### src/rtl/display_mux_ctrl.sv
// display_mux_ctrl: round-robin owner of the 8-digit display driver
// with a minimum dwell per grant and per-source blinking.
module display_mux_ctrl #(
   parameter int N_SRC        = 4,
   parameter int DWELL_CYCLES = 100000000,
   parameter int BLINK_HALF   = 25000000
) (
   input  logic                     clk,
   input  logic                     rst_n,
   input  logic [N_SRC-1:0]         req,
   input  logic [32*N_SRC-1:0]      src_data,
   input  logic [N_SRC-1:0]         blink,
   input  logic                     auto_rotate,
   output logic [31:0]              disp_data,
   output logic                     disp_enable,
   output logic [N_SRC-1:0]         grant,
   output logic [$clog2(N_SRC)-1:0] active_id
);
   localparam int IW = $clog2(N_SRC);
   localparam int DW = $clog2(DWELL_CYCLES + 1);
   localparam int BW = $clog2(BLINK_HALF + 1);
   localparam logic [DW-1:0] DWELL_MAX = DW'(DWELL_CYCLES - 1);
   localparam logic [BW-1:0] BLINK_MAX = BW'(BLINK_HALF - 1);
   localparam logic [IW-1:0] PTR_RST = IW'(N_SRC - 1);
   localparam logic [N_SRC-1:0] ONE = {{(N_SRC-1){1'b0}}, 1'b1};

   typedef enum logic {IDLE, SHOW} state_t;

   state_t           state, state_n;
   logic [IW-1:0]    ptr, ptr_n;
   logic [IW-1:0]    id_n, pick;
   logic [DW-1:0]    dwell, dwell_n;
   logic [BW-1:0]    bcnt, bcnt_n;
   logic [N_SRC-1:0] grant_n, others, pool;
   logic [31:0]      data_n;
   logic             en_n, take, hold, dwell_done, wrap;

   // first set bit of v searching upward from p+1, wrapping
   function automatic logic [IW-1:0] rr_pick(
      input logic [N_SRC-1:0] v,
      input logic [IW-1:0]    p
   );
      logic [IW-1:0] r;
      logic          found;
      int            j;
      r     = p;
      found = 1'b0;
      for (int k = 1; k <= N_SRC; k++) begin
         j = (int'(p) + k) % N_SRC;
         if (v[j] && !found) begin
            r     = j[IW-1:0];
            found = 1'b1;
         end
      end
      return r;
   endfunction

   // release/rotate decision and next register values
   always_comb begin
      state_n    = IDLE;
      ptr_n      = ptr;
      id_n       = '0;
      grant_n    = '0;
      dwell_n    = '0;
      bcnt_n     = '0;
      en_n       = 1'b0;
      data_n     = '0;
      take       = 1'b0;
      hold       = 1'b0;
      others     = req & ~grant;
      pool       = (state == IDLE) ? req : others;
      pick       = rr_pick(pool, ptr);
      dwell_done = (dwell == DWELL_MAX);
      wrap       = (bcnt == BLINK_MAX);
      if (state == IDLE) begin
         take = |req;
      end else if (!req[active_id]) begin
         take = |others;
      end else if (auto_rotate && dwell_done && |others) begin
         take = 1'b1;
      end else begin
         hold = 1'b1;
      end
      unique case (1'b1)
         take: begin
            state_n = SHOW;
            ptr_n   = pick;
            id_n    = pick;
            grant_n = ONE << pick;
            en_n    = 1'b1;
            data_n  = src_data[32*pick +: 32];
         end
         hold: begin
            state_n = SHOW;
            id_n    = active_id;
            grant_n = grant;
            dwell_n = dwell_done ? dwell : dwell + 1'b1;
            bcnt_n  = wrap ? '0 : bcnt + 1'b1;
            en_n    = blink[active_id] ?
                      (wrap ? ~disp_enable : disp_enable) : 1'b1;
            data_n  = src_data[32*active_id +: 32];
         end
         default: ;
      endcase
   end

   // state and output registers
   always_ff @(posedge clk or negedge rst_n) begin
      if (!rst_n) begin
         state       <= IDLE;
         ptr         <= PTR_RST;
         dwell       <= '0;
         bcnt        <= '0;
         grant       <= '0;
         active_id   <= '0;
         disp_data   <= '0;
         disp_enable <= 1'b0;
      end else begin
         state       <= state_n;
         ptr         <= ptr_n;
         dwell       <= dwell_n;
         bcnt        <= bcnt_n;
         grant       <= grant_n;
         active_id   <= id_n;
         disp_data   <= data_n;
         disp_enable <= en_n;
      end
   end
endmodule

### config.mk
export PLATFORM = sky130hd
export DESIGN_NAME = display_mux_ctrl
export DESIGN_NICKNAME = d
export VERILOG_FILES = /design/src/rtl/display_mux_ctrl.sv
export SDC_FILE = /design/constraint.sdc
export NUM_CORES = 1
export LEC_CHECK = 0
export CORE_ASPECT_RATIO = 0.7
export CORE_MARGIN = 3
export CORE_UTILIZATION = 41
export CTS_CLUSTER_DIAMETER = 50
export DETAILED_ROUTE_END_ITERATION = 16
export GPL_ROUTABILITY_DRIVEN = 0
export HOLD_SLACK_MARGIN = 0.02
export PLACE_DENSITY = 0.77
export SKIP_LAST_GASP = 1
export SLEW_MARGIN = 25
export SYNTH_ARGS = -nofsm -noshare
export SYNTH_HDL_FRONTEND = slang
export SYNTH_SLANG_ARGS = --single-unit
### constraint.sdc
create_clock -name clk -period 2.4 [get_ports clk]
set_clock_uncertainty 0.2 [all_clocks]
set_input_delay 0.24 -clock clk [delete_from_list [all_inputs] [get_ports clk]]
set_output_delay 0.24 -clock clk [all_outputs]
set_load 0.1 [all_outputs]
==> metrics.sh, run 1 <==
FAILED_CHECKS='setup timing'
POWER.SHARE.SWITCHING_PCT=47.5
TOP_LAYER_USED='met4'
ANTENNA_FOUND_INITIAL=1
POSTSYNTHNETCOUNT=614
CTS.HTREE.LEVELS=3
STARTING_DENSITY_OF_THE_CORE_PCT=43.3
SYN-MEAN-INSTANCE-AREA_UM2=10.4
CRITPATHKIND='reg2reg'
PWR_DENSITY_CELL_nW_PER_UM2=1460
YOSYSSEQAREASHARE_PCT=47.8
ROUTE.FINAL.WIRE_LENGTH_MM=18.0
FIN_CELLS=889
PORT-BUFFER-COUNT=177
TIME_THE_FINAL_WORST_PATH_NEEDS_WITH_I_O_DELAYS_AND_SETUP_NS=2.77
DIE_H_UM=97.7
TOTAL_CLOCK_SINKS=94
CLKSLEWWORSTSETUPHOLDPATHS_NS=0.07
END_KIND='register'
ROW_COUNT=32
FINALCOREUTILIZATION_PCT=71.5
SYNTH_ASYNC_SR_FLOP_SHARE_PCT=100
SYNTH_WARNINGS=0
LAYOUT_SETUP_WS_NS=-0.374
FIRST_PASS_ITERS=6
PLACE_WS_NS=-0.356
CTS_BUFFERS=9
CTS_TREE='done'
FP.DIEAREA_UM2=13400
YOSYSUNIQUECELLTYPES=45
YOSYS.CELL_COUNT.TOP_TYPE='sky130_fd_sc_hd__dfrtp_1'
FINAL-SETUP-VIOL-COUNT=36
DETAILED_PLACE_HPWL_MM=11.6
WORST-PATH-MAX-FANOUT=5
MAX-CLOCK-PATH-BUFFERS=2
DIEWIDTH_UM=137
SYNTHFLOPTYPE='sky130_fd_sc_hd__dfrtp_1'
TIGHTEST_PIN_TRANSITION_NS=0.586
ROOT_BUFFER='sky130_fd_sc_hd__clkbuf_16'
SWITCHINGPOWER_W=0.00564
POWER_FRAC_COMB_PCT=68.4
CLK_LATENCY_WORST_SKEW_PAIR_NS=0.35
REMAINING_DRC_ERRORS=0
MET3_LENGTH_MM=1.30
SYNTH_CELLS=473
FIRST_PASS_GRT_WIRE_LENGTH_MM=27.3
YOSYS-TOP-CELLS-COUNT='sky130_fd_sc_hd__dfrtp_1 (92), sky130_fd_sc_hd__mux2i_1 (66), sky130_fd_sc_hd__nor2_1 (64), sky130_fd_sc_hd__o22ai_1 (32)'
NETLIST.AREA_LEADER.SHARE_PCT=46.7
REG2REG_SETUP_SLACK_NS=-0.37
POST_ROUTE_CELLS_DRIVE_ABOVE_1_SHARE_PCT=24.2
VIAS_PER_CELL=5.53
SEQUENTIAL_SHARE_OF_POWER_PCT=18.5
IO-PIN-COUNT=178
SYN-CELL-AREA_UM2=4930
SYNTH-SEQ-CELLS=94
CLOCK.FMAX_GHz=0.360
DETAILROUTE.VIA_COUNT=4913
AREA.GROWTH.SYNTH_TO_FINAL_PCT=64.9
WORST_EP_REQUIRED_TIME_NS=2.43
SYNTHDOMINANTAREACELLTYPE='sky130_fd_sc_hd__dfrtp_1'
FINAL_HOLD_VIOL_COUNT=0
ALL_LAYER_GR_USAGE_PCT=26.2
RSZ0062_AT_GRT='true'
CRITICAL_PATH_ARRIVAL_NS=2.80
TIMING.FINAL.MAX_SLEW_VIOLATIONS=0
FIN_NETS=871
SYNTH.AREA.TOP_CELLS='sky130_fd_sc_hd__dfrtp_1 (47%), sky130_fd_sc_hd__mux2i_1 (13%), sky130_fd_sc_hd__xor2_1 (5.2%)'
TIMING.HOLD.WORST.CLASS='in2async'
WORST_SLEW_MARGIN_REL_PCT=60.5
P_CLK_SHARE_PCT=13.1
DPL.CELL_COUNT=840
TIMING.MAX_CAP.VIOLATIONS=0
INTERNAL_POWER_W=0.00623
DR.FIRST_ITER.DRC_COUNT=529
REPORT.POWER.TOTAL_W=0.0119
ROUTE.LAYER.MET1.WL_MM=6.67
DRTANTENNAVIOLNETS=0
VDD_DROP_MAX_mV=0.945
POST-ROUTE-PERIOD-UTIL_PCT=116
FLOORPLAN.CORE_AREA_UM2=11400
GRT_MAX_DEGREE=36
LEAKAGE_nW=3.62
OUTCOME='complete, but fails checks'
AVGROUTEDWIREPERCELL_UM=20.2
MET2WIRELENGTH_MM=9.49
SYNTH_EDF_COUNT=0
CRIT_PATH_START_KIND='register'
GLOBAL_ROUTE.OVERFLOW_TOTAL=0
FIRST_GLOBAL_VIAS=5229
==> power by group through the flow <==
stage	clock (W)	combinational [W]	sequential, W
after floorplan	0	0.00239	0.00432
final	0.00155	0.00812	0.00220
after global placement	0	0.00598	0.00219
after CTS	0.00156	0.00754	0.00218
after global routing	0.00163	0.00838	0.00224
after detailed placement	0	0.00609	0.00220
==> cells in the final DEF, fill, tap and decap left out, types with 10 or more instances in the layout <==
| cell type | n |
|---|---|
| sky130_fd_sc_hd__buf_4 | 98 |
| sky130_fd_sc_hd__buf_6 | 10 |
| sky130_fd_sc_hd__clkbuf_16 | 12 |
| sky130_fd_sc_hd__clkdlybuf4s50_1 | 137 |
| sky130_fd_sc_hd__dfrtp_1 | 86 |
| sky130_fd_sc_hd__mux2i_1 | 57 |
| sky130_fd_sc_hd__nand2_1 | 29 |
| sky130_fd_sc_hd__nand3_1 | 22 |
| sky130_fd_sc_hd__nand4_1 | 15 |
| sky130_fd_sc_hd__nor2_1 | 64 |
| sky130_fd_sc_hd__o22ai_1 | 31 |
| sky130_fd_sc_hd__xnor2_1 | 16 |
| sky130_fd_sc_hd__xor2_1 | 29 |
==> state kept, by name, indices dropped and copies added (netlist names) <==
signal,flops
ptr,2
active_id,2
dwell,27
grant,4
bcnt,25
disp_enable,1
disp_data,32
state,1
==> worst paths after layout <==
| kind | start | end | depth (start not counted) |
|---|---|---|---|
| min in group clk | disp_enable$_DFFE_PN0P_ | disp_enable$_DFFE_PN0P_ | 1 |
| min reg2reg | disp_enable$_DFFE_PN0P_ | disp_enable$_DFFE_PN0P_ | 1 |
| max reg2reg | dwell[10]$_DFFE_PN0P_ | disp_data[28]$_DFF_PN0_ | 9 |
| max | dwell[10]$_DFFE_PN0P_ | disp_data[28]$_DFF_PN0_ | 9 |
| min | rst_n | dwell[8]$_DFFE_PN0P_ | 2 |
| max in group asynchronous | rst_n | ptr[1]$_DFFE_PN1P_ | 3 |
==> stage by stage <==
| stage | hold WS (ns) | instance area [µm²] | TNS, ns |
|---|---|---|---|
| 6_report | 0.214 | 8130 | -10.14 |
| 5_1_grt | 0.251 | 8130 | -13.49 |
| 4_1_cts | 0.230 | 7950 | -9.03 |
| 3_5_place_dp | 0.0392 | 7170 | -10.73 |
| 3_3_place_gp | 0.0415 | 7170 | -7.86 |
| 2_1_floorplan | -0.256 | 4940 | -5.45 |
==> cell type report <==
| class | count | area, µm² |
|---|---|---|
| Multi-Input combinational cell | 350 | 2530 |
| Clock inverter | 5 | 83.8 |
| Sequential cell | 94 | 2360 |
| Antenna cell | 1 | 2.50 |
| Fill cell | 755 | 3250 |
| Timing Repair Buffer | 265 | 2680 |
| Inverter | 10 | 37.5 |
| Clock buffer | 11 | 233 |
| Tap cell | 153 | 191 |
==> per-layer routing <==
metal	track usage (%)	up-vias
met5	0	-
met4	9.51	0
li1	-	2220
met1	30.9	2430
met2	45.4	225
met3	7.19	38
==> critical path, stage by stage, from the launching register on <==
cell	delay [ns]
sky130_fd_sc_hd__dfrtp_1	0.39
sky130_fd_sc_hd__or4_4	0.57
sky130_fd_sc_hd__nor4_4	0.18
sky130_fd_sc_hd__a41o_2	0.28
sky130_fd_sc_hd__mux2i_4	0.27
sky130_fd_sc_hd__buf_8	0.17
sky130_fd_sc_hd__buf_12	0.13
sky130_fd_sc_hd__buf_16	0.12
sky130_fd_sc_hd__mux2i_2	0.22
sky130_fd_sc_hd__o22ai_1	0.11
==> kinds of logic (layout without fill, tap and decap cells) <==
| group | Yosys count | after routing | share of synthesized area [%] |
|---|---|---|---|
| compound gates | 67 | 67 | 8.94 |
| fa+ha+maj | 2 | 2 | 0.508 |
| buf+inv | 29 | 291 | 3.48 |
| flops | 94 | 94 | 47.8 |
| other cells | 0 | 1 | 0 |
| xor+xnor | 45 | 45 | 8.00 |
| simple gates | 168 | 168 | 16.9 |
| mux | 68 | 68 | 14.3 |
==> what timing repair did <==
action,CTS,global route
hold buffers,1,0
endpoints found under the hold margin,32,0
resized for setup,25,27
setup buffers,13,8
pin swaps,2,12
gates cloned,10,4
setup endpoints to repair,59,66
Power figures use the tool's default switching activity.
==> inputs of run 2 (changes only) <==
- clock period: 2.4 -> 2.24 ns (I/O delays scaled with it)
==> run 2 against run 1 <==
The flow still finishes with violations (setup timing). Combinational power increased by 14%. Die area is the same. Non-clock buffer count increased by 24. Sequential power rose by 8%. Sequential share of layout area is 1.3 points lower. Hold slack improved by 0.0093 ns. Sequential cell count unchanged. Clock power increased by 8%. Critical path type unchanged. Largest cell class unchanged. Largest power group unchanged.
==> metrics.sh, run 2 (synthesis gave the netlist of run 1 again) <==
AREA.GROWTH.SYNTH_TO_FINAL_PCT=72.9
TIMING.FINAL.MAX_SLEW_VIOLATIONS=0  # unchanged
GLOBAL_ROUTE.OVERFLOW_TOTAL=0  # unchanged
END_KIND='register'
TIGHTEST_PIN_TRANSITION_NS=0.606  # +0.0195 ns
CLK_LATENCY_WORST_SKEW_PAIR_NS=0.35  # about the same
CPLARGESTDELAYFAMILY='simple AND/OR/NAND/NOR gates'
FAILED_CHECKS='setup timing'
LAYOUT_SETUP_WS_NS=-0.602  # -0.228 ns
TIMING.MAX_CAP.VIOLATIONS=0  # unchanged
POST-ROUTE-PERIOD-UTIL_PCT=127  # +11 points
RSZ0062_AT_GRT='true'
MULTI_INPUT_COMB_AREA_UM2=2650  # +4.5%
STARTING_DENSITY_OF_THE_CORE_PCT=43.3  # unchanged
FIN_NETS=895  # +2.8%
MAX_FFS_PER_REGISTER=32  # unchanged
LARGEST_REGS='disp_data (32), dwell (27), bcnt (25)'
FINAL-SETUP-VIOL-COUNT=78  # +120%
AVGROUTEDWIREPERCELL_UM=21.5  # +6.4%
FIN_CELLS=912  # +2.6%
FIRST_PASS_ITERS=4  # -2
VIAS_PER_CELL=5.70  # +3.1%
GRT_MAX_DEGREE=42  # +17%
N_ANTENNA_CELL=0  # -1
TIMING.HOLD.WORST.CLASS='in2async'
TOTAL_CLOCK_SINKS=94  # unchanged
OUTCOME='complete, but fails checks'
DETAILROUTE.VIA_COUNT=5195  # +5.7%
FILLERS=664  # -12%
POST_ROUTE_CELLS_DRIVE_ABOVE_1_SHARE_PCT=30.4  # +6.2 points
MAX-CLOCK-PATH-BUFFERS=2  # unchanged
PORT-BUFFER-COUNT=177  # unchanged
WORST_SLEW_MARGIN_REL_PCT=59.6  # -0.94 points
REMAINING_DRC_ERRORS=0  # unchanged
ROW_COUNT=32  # unchanged
WORST_EP_REQUIRED_TIME_NS=2.25  # -0.18 ns
PWR_DENSITY_CELL_nW_PER_UM2=1560  # +6.7%
PLACE_WS_NS=-0.457  # -0.102 ns
FIRST_GLOBAL_VIAS=5284  # +1.1%
SEQ_AREA_UM2=2360  # unchanged
CRITICAL-PATH-SLOWEST-CELL='sky130_fd_sc_hd__or4_4'
ANTENNA_FOUND_INITIAL=0  # -1
CTS_BUFFERS=9  # unchanged
TIMING.HOLD.WS_NS=0.223  # +0.00928 ns
ROOT_BUFFER='sky130_fd_sc_hd__clkbuf_16'
CLKSLEWWORSTSETUPHOLDPATHS_NS=0.07  # about the same
ALL_LAYER_GR_USAGE_PCT=26.1  # -0.035 points
FINAL_HOLD_VIOL_COUNT=0  # unchanged
DIE_H_UM=97.7  # unchanged
CRITICAL_PATH_ARRIVAL_NS=2.86  # +0.06 ns
REGISTER_NAME_WITH_THE_MOST_FLOPS='disp_data'
DPL.CELL_COUNT=856  # +1.9%
CTS_TREE='done'
CTS.HTREE.LEVELS=3  # unchanged
DIEWIDTH_UM=137  # unchanged
FP.DIEAREA_UM2=13400  # unchanged
CLOCK.FMAX_GHz=0.352  # -2.4%
CRITPATHKIND='reg2reg'
TOTAL_NEGATIVE_SETUP_SLACKS_NS=-23.15  # -13.01 ns
CRIT_PATH_START_KIND='register'
DRTANTENNAVIOLNETS=0  # unchanged
DETAILED_PLACE_HPWL_MM=11.8  # +1.9%
FLOORPLAN.CORE_AREA_UM2=11400  # unchanged
TIME_THE_FINAL_WORST_PATH_NEEDS_WITH_I_O_DELAYS_AND_SETUP_NS=2.84  # +0.0675 ns
WORST-PATH-MAX-FANOUT=8  # +3
ROUTE.FINAL.WIRE_LENGTH_MM=19.6  # +9.2%
LAYOUT.CELLS.MOST_COMMON_LIST='sky130_fd_sc_hd__clkdlybuf4s50_1 (137), sky130_fd_sc_hd__buf_4 (110), sky130_fd_sc_hd__dfrtp_1 (86), sky130_fd_sc_hd__mux2i_1 (61), sky130_fd_sc_hd__nor2_1 (40)'
LEAKAGE_nW=3.79  # +4.6%
IO-PIN-COUNT=178  # unchanged
LAYOUT_COMMONEST_CELL='sky130_fd_sc_hd__clkdlybuf4s50_1'
CP_CELL_SEQUENCE='or4_4, nor4_4, a41o_2, mux2i_4, buf_12, clkbuf_16, mux2i_1, o22ai_1'
CRITICAL_PATH.N_BUFFERS_INVERTERS=2  # -1
DR.FIRST_ITER.DRC_COUNT=416  # -21%
FIRST_PASS_GRT_WIRE_LENGTH_MM=27.3  # +0.23%
TIMING.CRITICAL_PATH.SLOWEST_CELL_DELAY_NS=0.56  # about the same
REPORT.POWER.TOTAL_W=0.0133  # +12%
VDD_DROP_MAX_mV=0.929  # -1.6%
-- run 2: power breakdown --
group          internal (W)  switching (W)
combinational       0.00382        0.00541
sequential          0.00214       0.000241
clock              0.000980       0.000697
-- run 2: final timing paths --
path | startpoint | endpoint | slack (ns) | depth (start not counted)
setup / recovery | dwell[10]$_DFFE_PN0P_ | disp_data[20]$_DFF_PN0_ | -0.60 | 8
hold / removal | rst_n | dwell[0]$_DFFE_PN0P_ | 0.22 | 2
setup reg to reg | dwell[10]$_DFFE_PN0P_ | disp_data[20]$_DFF_PN0_ | -0.60 | 8
hold reg to reg | bcnt[0]$_DFF_PN0_ | bcnt[0]$_DFF_PN0_ | 0.34 | 1
max in group asynchronous | rst_n | disp_data[8]$_DFF_PN0_ | 1.02 | 3
min in group clk | src_data[127] | disp_data[31]$_DFF_PN0_ | 0.31 | 3
-- run 2: routing by layer --
layer	global-route usage [%]	vias to the layer above	wire, µm
met2	43.3	258	9780
met5	0	-	0
li1	-	2277	-
met1	33.8	2592	7860
met4	8.97	0	786
met3	5.69	68	1220
-- run 2: repair_timing --
action,in CTS,in global routing
setup endpoints to repair,65,94
setup buffers,14,18
hold buffers,1,0
gates resized for setup,43,52
hold endpoints to repair,36,0
pin swaps,16,22
gates cloned,7,10
-- run 2: area by class of cell --
class | count | share of cell area [%]
Inverter | 10 | 0.441
Sequential cell | 94 | 27.8
Clock inverter | 7 | 1.13
Clock buffer | 9 | 2.64
Timing Repair Buffer | 289 | 34.7
Tap cell | 153 | 2.25
Multi-Input combinational cell | 350 | 31.1
-- run 2: metrics by stage --
stage / util (%) / cell area (µm²)
after CTS: 70.9 / 8060
after global placement: 64.3 / 7320
after floorplan: - / 4970
after global routing: 74.9 / 8520
final: 74.9 / 8520
after detailed placement: 64.3 / 7320
==> inputs of run 3 (changes only) <==
- CORE_MARGIN: 3 -> 8
- PLACE_DENSITY: 0.77 -> 0.85
- REMOVE_ABC_BUFFERS: unset -> 1
==> run 3 against run 2 <==
The flow still finishes with violations (setup timing). Final cell count shrank 1.2%. Register-to-register slack gained 0.09 ns. Hold slack lost 0.012 ns. Sequential power shrank 3%. Critical endpoint is now disp_data[9]$_DFF_PN0_.
==> metrics.sh, run 3 (synthesis gave the netlist of run 1 again) <==
TIMING.FINAL.MAX_SLEW_VIOLATIONS=0  # unchanged
DIEWIDTH_UM=147  # +7.3%
LAYOUT_SETUP_WS_NS=-0.515  # +0.0865 ns
REMAINING_DRC_ERRORS=0  # unchanged
GRT_MAX_DEGREE=45  # +7.1%
TIMING.HOLD.WORST.CLASS='in2async'
MAX-CLOCK-PATH-BUFFERS=2  # unchanged
END_KIND='register'
ROW_COUNT=33  # +3.1%
LAYOUT_COMMONEST_CELL='sky130_fd_sc_hd__clkdlybuf4s50_1'
LAYOUT.CELLS.MOST_COMMON_LIST='sky130_fd_sc_hd__clkdlybuf4s50_1 (137), sky130_fd_sc_hd__buf_4 (111), sky130_fd_sc_hd__dfrtp_1 (92), sky130_fd_sc_hd__nor2_1 (61), sky130_fd_sc_hd__mux2i_1 (58)'
WORST_EP_REQUIRED_TIME_NS=2.26  # about the same
CTS.HTREE.LEVELS=3  # unchanged
FINALCOREUTILIZATION_PCT=68.7  # -6.2 points
DIE_H_UM=108  # +10%
VIAS_PER_CELL=5.33  # -6.4%
FIRST_GLOBAL_VIAS=5246  # -0.72%
CRITPATHKIND='reg2reg'
LEAKAGE_nW=3.64  # -4.1%
ROUTE.FINAL.WIRE_LENGTH_MM=16.7  # -15%
RSZ0062_AT_GRT='true'
CTS_BUFFERS=9  # unchanged
IO-PIN-COUNT=178  # unchanged
FIRST_PASS_GRT_WIRE_LENGTH_MM=25.0  # -8.4%
FIN_NETS=880  # -1.7%
CLOCK.FMAX_GHz=0.363  # +3.1%
PWR_DENSITY_CELL_nW_PER_UM2=1470  # -5.7%
ANTENNA_FOUND_INITIAL=0  # unchanged
ROOT_BUFFER='sky130_fd_sc_hd__clkbuf_16'
WORST_SLEW_MARGIN_REL_PCT=61.6  # +2.0 points
TIME_THE_FINAL_WORST_PATH_NEEDS_WITH_I_O_DELAYS_AND_SETUP_NS=2.76  # -0.0865 ns
TOTAL_CLOCK_SINKS=94  # unchanged
LARGEST_REGS='disp_data (32), dwell (27), bcnt (25)'
FIRST_PASS_ITERS=4  # unchanged
TIMING.CRITICAL_PATH.SLOWEST_CELL_DELAY_NS=0.54  # -0.02 ns
AVGROUTEDWIREPERCELL_UM=18.6  # -14%
FAILED_CHECKS='setup timing'
CRIT_PATH_START_KIND='register'
DETAILED_PLACE_HPWL_MM=12.1  # +2.8%
CRITICAL-PATH-SLOWEST-CELL='sky130_fd_sc_hd__or4_4'
CLKSLEWWORSTSETUPHOLDPATHS_NS=0.07  # about the same
REGISTER_NAME_WITH_THE_MOST_FLOPS='disp_data'
ALL_LAYER_GR_USAGE_PCT=19.5  # -6.6 points
VDD_DROP_MAX_mV=0.833  # -10%
PORT-BUFFER-COUNT=177  # unchanged
PLACE_WS_NS=-0.483  # -0.0259 ns
TIMING.HOLD.WS_NS=0.212  # -0.0115 ns
FINAL-SETUP-VIOL-COUNT=62  # -21%
POST_ROUTE_CELLS_DRIVE_ABOVE_1_SHARE_PCT=26.1  # -4.4 points
DRTANTENNAVIOLNETS=0  # unchanged
CLK_LATENCY_WORST_SKEW_PAIR_NS=0.35  # about the same
TOTAL_NEGATIVE_SETUP_SLACKS_NS=-18.39  # +4.77 ns
TIMING.MAX_CAP.VIOLATIONS=0  # unchanged
CRITICAL_PATH_ARRIVAL_NS=2.78  # -0.08 ns
RR_WORST_DEPTH=8  # unchanged
FLOORPLAN.CORE_AREA_UM2=11700  # +3.1%
CP_CELL_SEQUENCE='or4_4, nor4_4, a41o_2, mux2i_4, buf_12, clkbuf_16, mux2i_1, o22ai_1'
AREA.GROWTH.SYNTH_TO_FINAL_PCT=63.6
WORST-PATH-MAX-FANOUT=9  # +1
MAX_FFS_PER_REGISTER=32  # unchanged
DETAILROUTE.VIA_COUNT=4803  # -7.5%
FINAL_HOLD_VIOL_COUNT=0  # unchanged
TIGHTEST_PIN_TRANSITION_NS=0.576  # -0.0299 ns
GLOBAL_ROUTE.OVERFLOW_TOTAL=0  # unchanged
OUTCOME='complete, but fails checks'
POSTLAYOUTCELLAREA_UM2=8060  # -5.4%
STARTING_DENSITY_OF_THE_CORE_PCT=42.0  # -1.3 points
FP.DIEAREA_UM2=15800  # +18%
N_ANTENNA_CELL=0  # unchanged
DR.FIRST_ITER.DRC_COUNT=257  # -38%
CTS_TREE='done'
POST-ROUTE-PERIOD-UTIL_PCT=123  # -3.9 points
DPL_CELL_AREA_UM2=7330  # +0.19%
## run 3: cell count changes in the layout (fill, tap and decap cells not counted), moves of 4 or more
cell and change:
sky130_fd_sc_hd__nor2_2 -16, sky130_fd_sc_hd__buf_12 -4, sky130_fd_sc_hd__nor2_4 -5, sky130_fd_sc_hd__mux2i_2 +5, sky130_fd_sc_hd__dfrtp_2 -5, sky130_fd_sc_hd__clkbuf_16 -6, sky130_fd_sc_hd__dfrtp_1 +6, sky130_fd_sc_hd__nor2_1 +21
## run 3: worst max-delay path, delay by kind of cell (launching register included)
| kind | cells | cell delay (ns) |
|---|---|---|
| AOI/OAI and AO/OA | 2 | 0.41 |
| and+or+nand+nor | 2 | 0.73 |
| muxes | 2 | 0.52 |
| buffers and inverters | 2 | 0.38 |
| DFF | 1 | 0.39 |
## run 3: per-layer routing
metal,part of all wire [%],wire length [µm],track usage (%)
met1,38,6300,20.7
met2,54,9030,35.4
met3,6.5,1090,6.55
met4,1.7,291,7.90
met5,0,0,0
## run 3: cell type report
cell class                      count  area (µm²)
Fill cell                         837        3670
Timing Repair Buffer              274        2610
Multi-Input combinational cell    350        2570
Sequential cell                    94        2350
Clock buffer                        9         225
Tap cell                          157         196
Clock inverter                      7        65.1
Inverter                           10        37.5
## run 3: report_power, final
part           switching [W]  internal (W)
combinational        0.00487       0.00316
sequential          0.000193       0.00212
clock               0.000726      0.000781
## run 3: path summary, 6_finish.rpt
kind	startpoint	endpoint	slack (ns)
max	dwell[11]$_DFFE_PN0P_	disp_data[9]$_DFF_PN0_	-0.52
min reg2reg	bcnt[0]$_DFF_PN0_	bcnt[0]$_DFF_PN0_	0.32
min in group clk	src_data[14]	disp_data[14]$_DFF_PN0_	0.32
max in group asynchronous	rst_n	ptr[0]$_DFFE_PN1P_	0.97
min	rst_n	disp_data[30]$_DFF_PN0_	0.21
max reg2reg	dwell[11]$_DFFE_PN0P_	disp_data[9]$_DFF_PN0_	-0.52
## run 3: metrics by stage
| step | cells | total power (W) |
|---|---|---|
| global route | 901 | 0.0123 |
| global placement | 862 | 0.00910 |
| CTS | 888 | 0.0111 |
| floorplan | 454 | 0.00623 |
| finish | 901 | 0.0119 |
| detailed placement | 862 | 0.00929 |
## run 3: repair_timing
item	4_1_cts	5_1_grt
buffers inserted	7	11
hold endpoints to repair	41	0
pin swaps	5	11
hold buffers	1	0
endpoints found under the setup margin	64	71
cloned	2	5
resized for setup	20	38
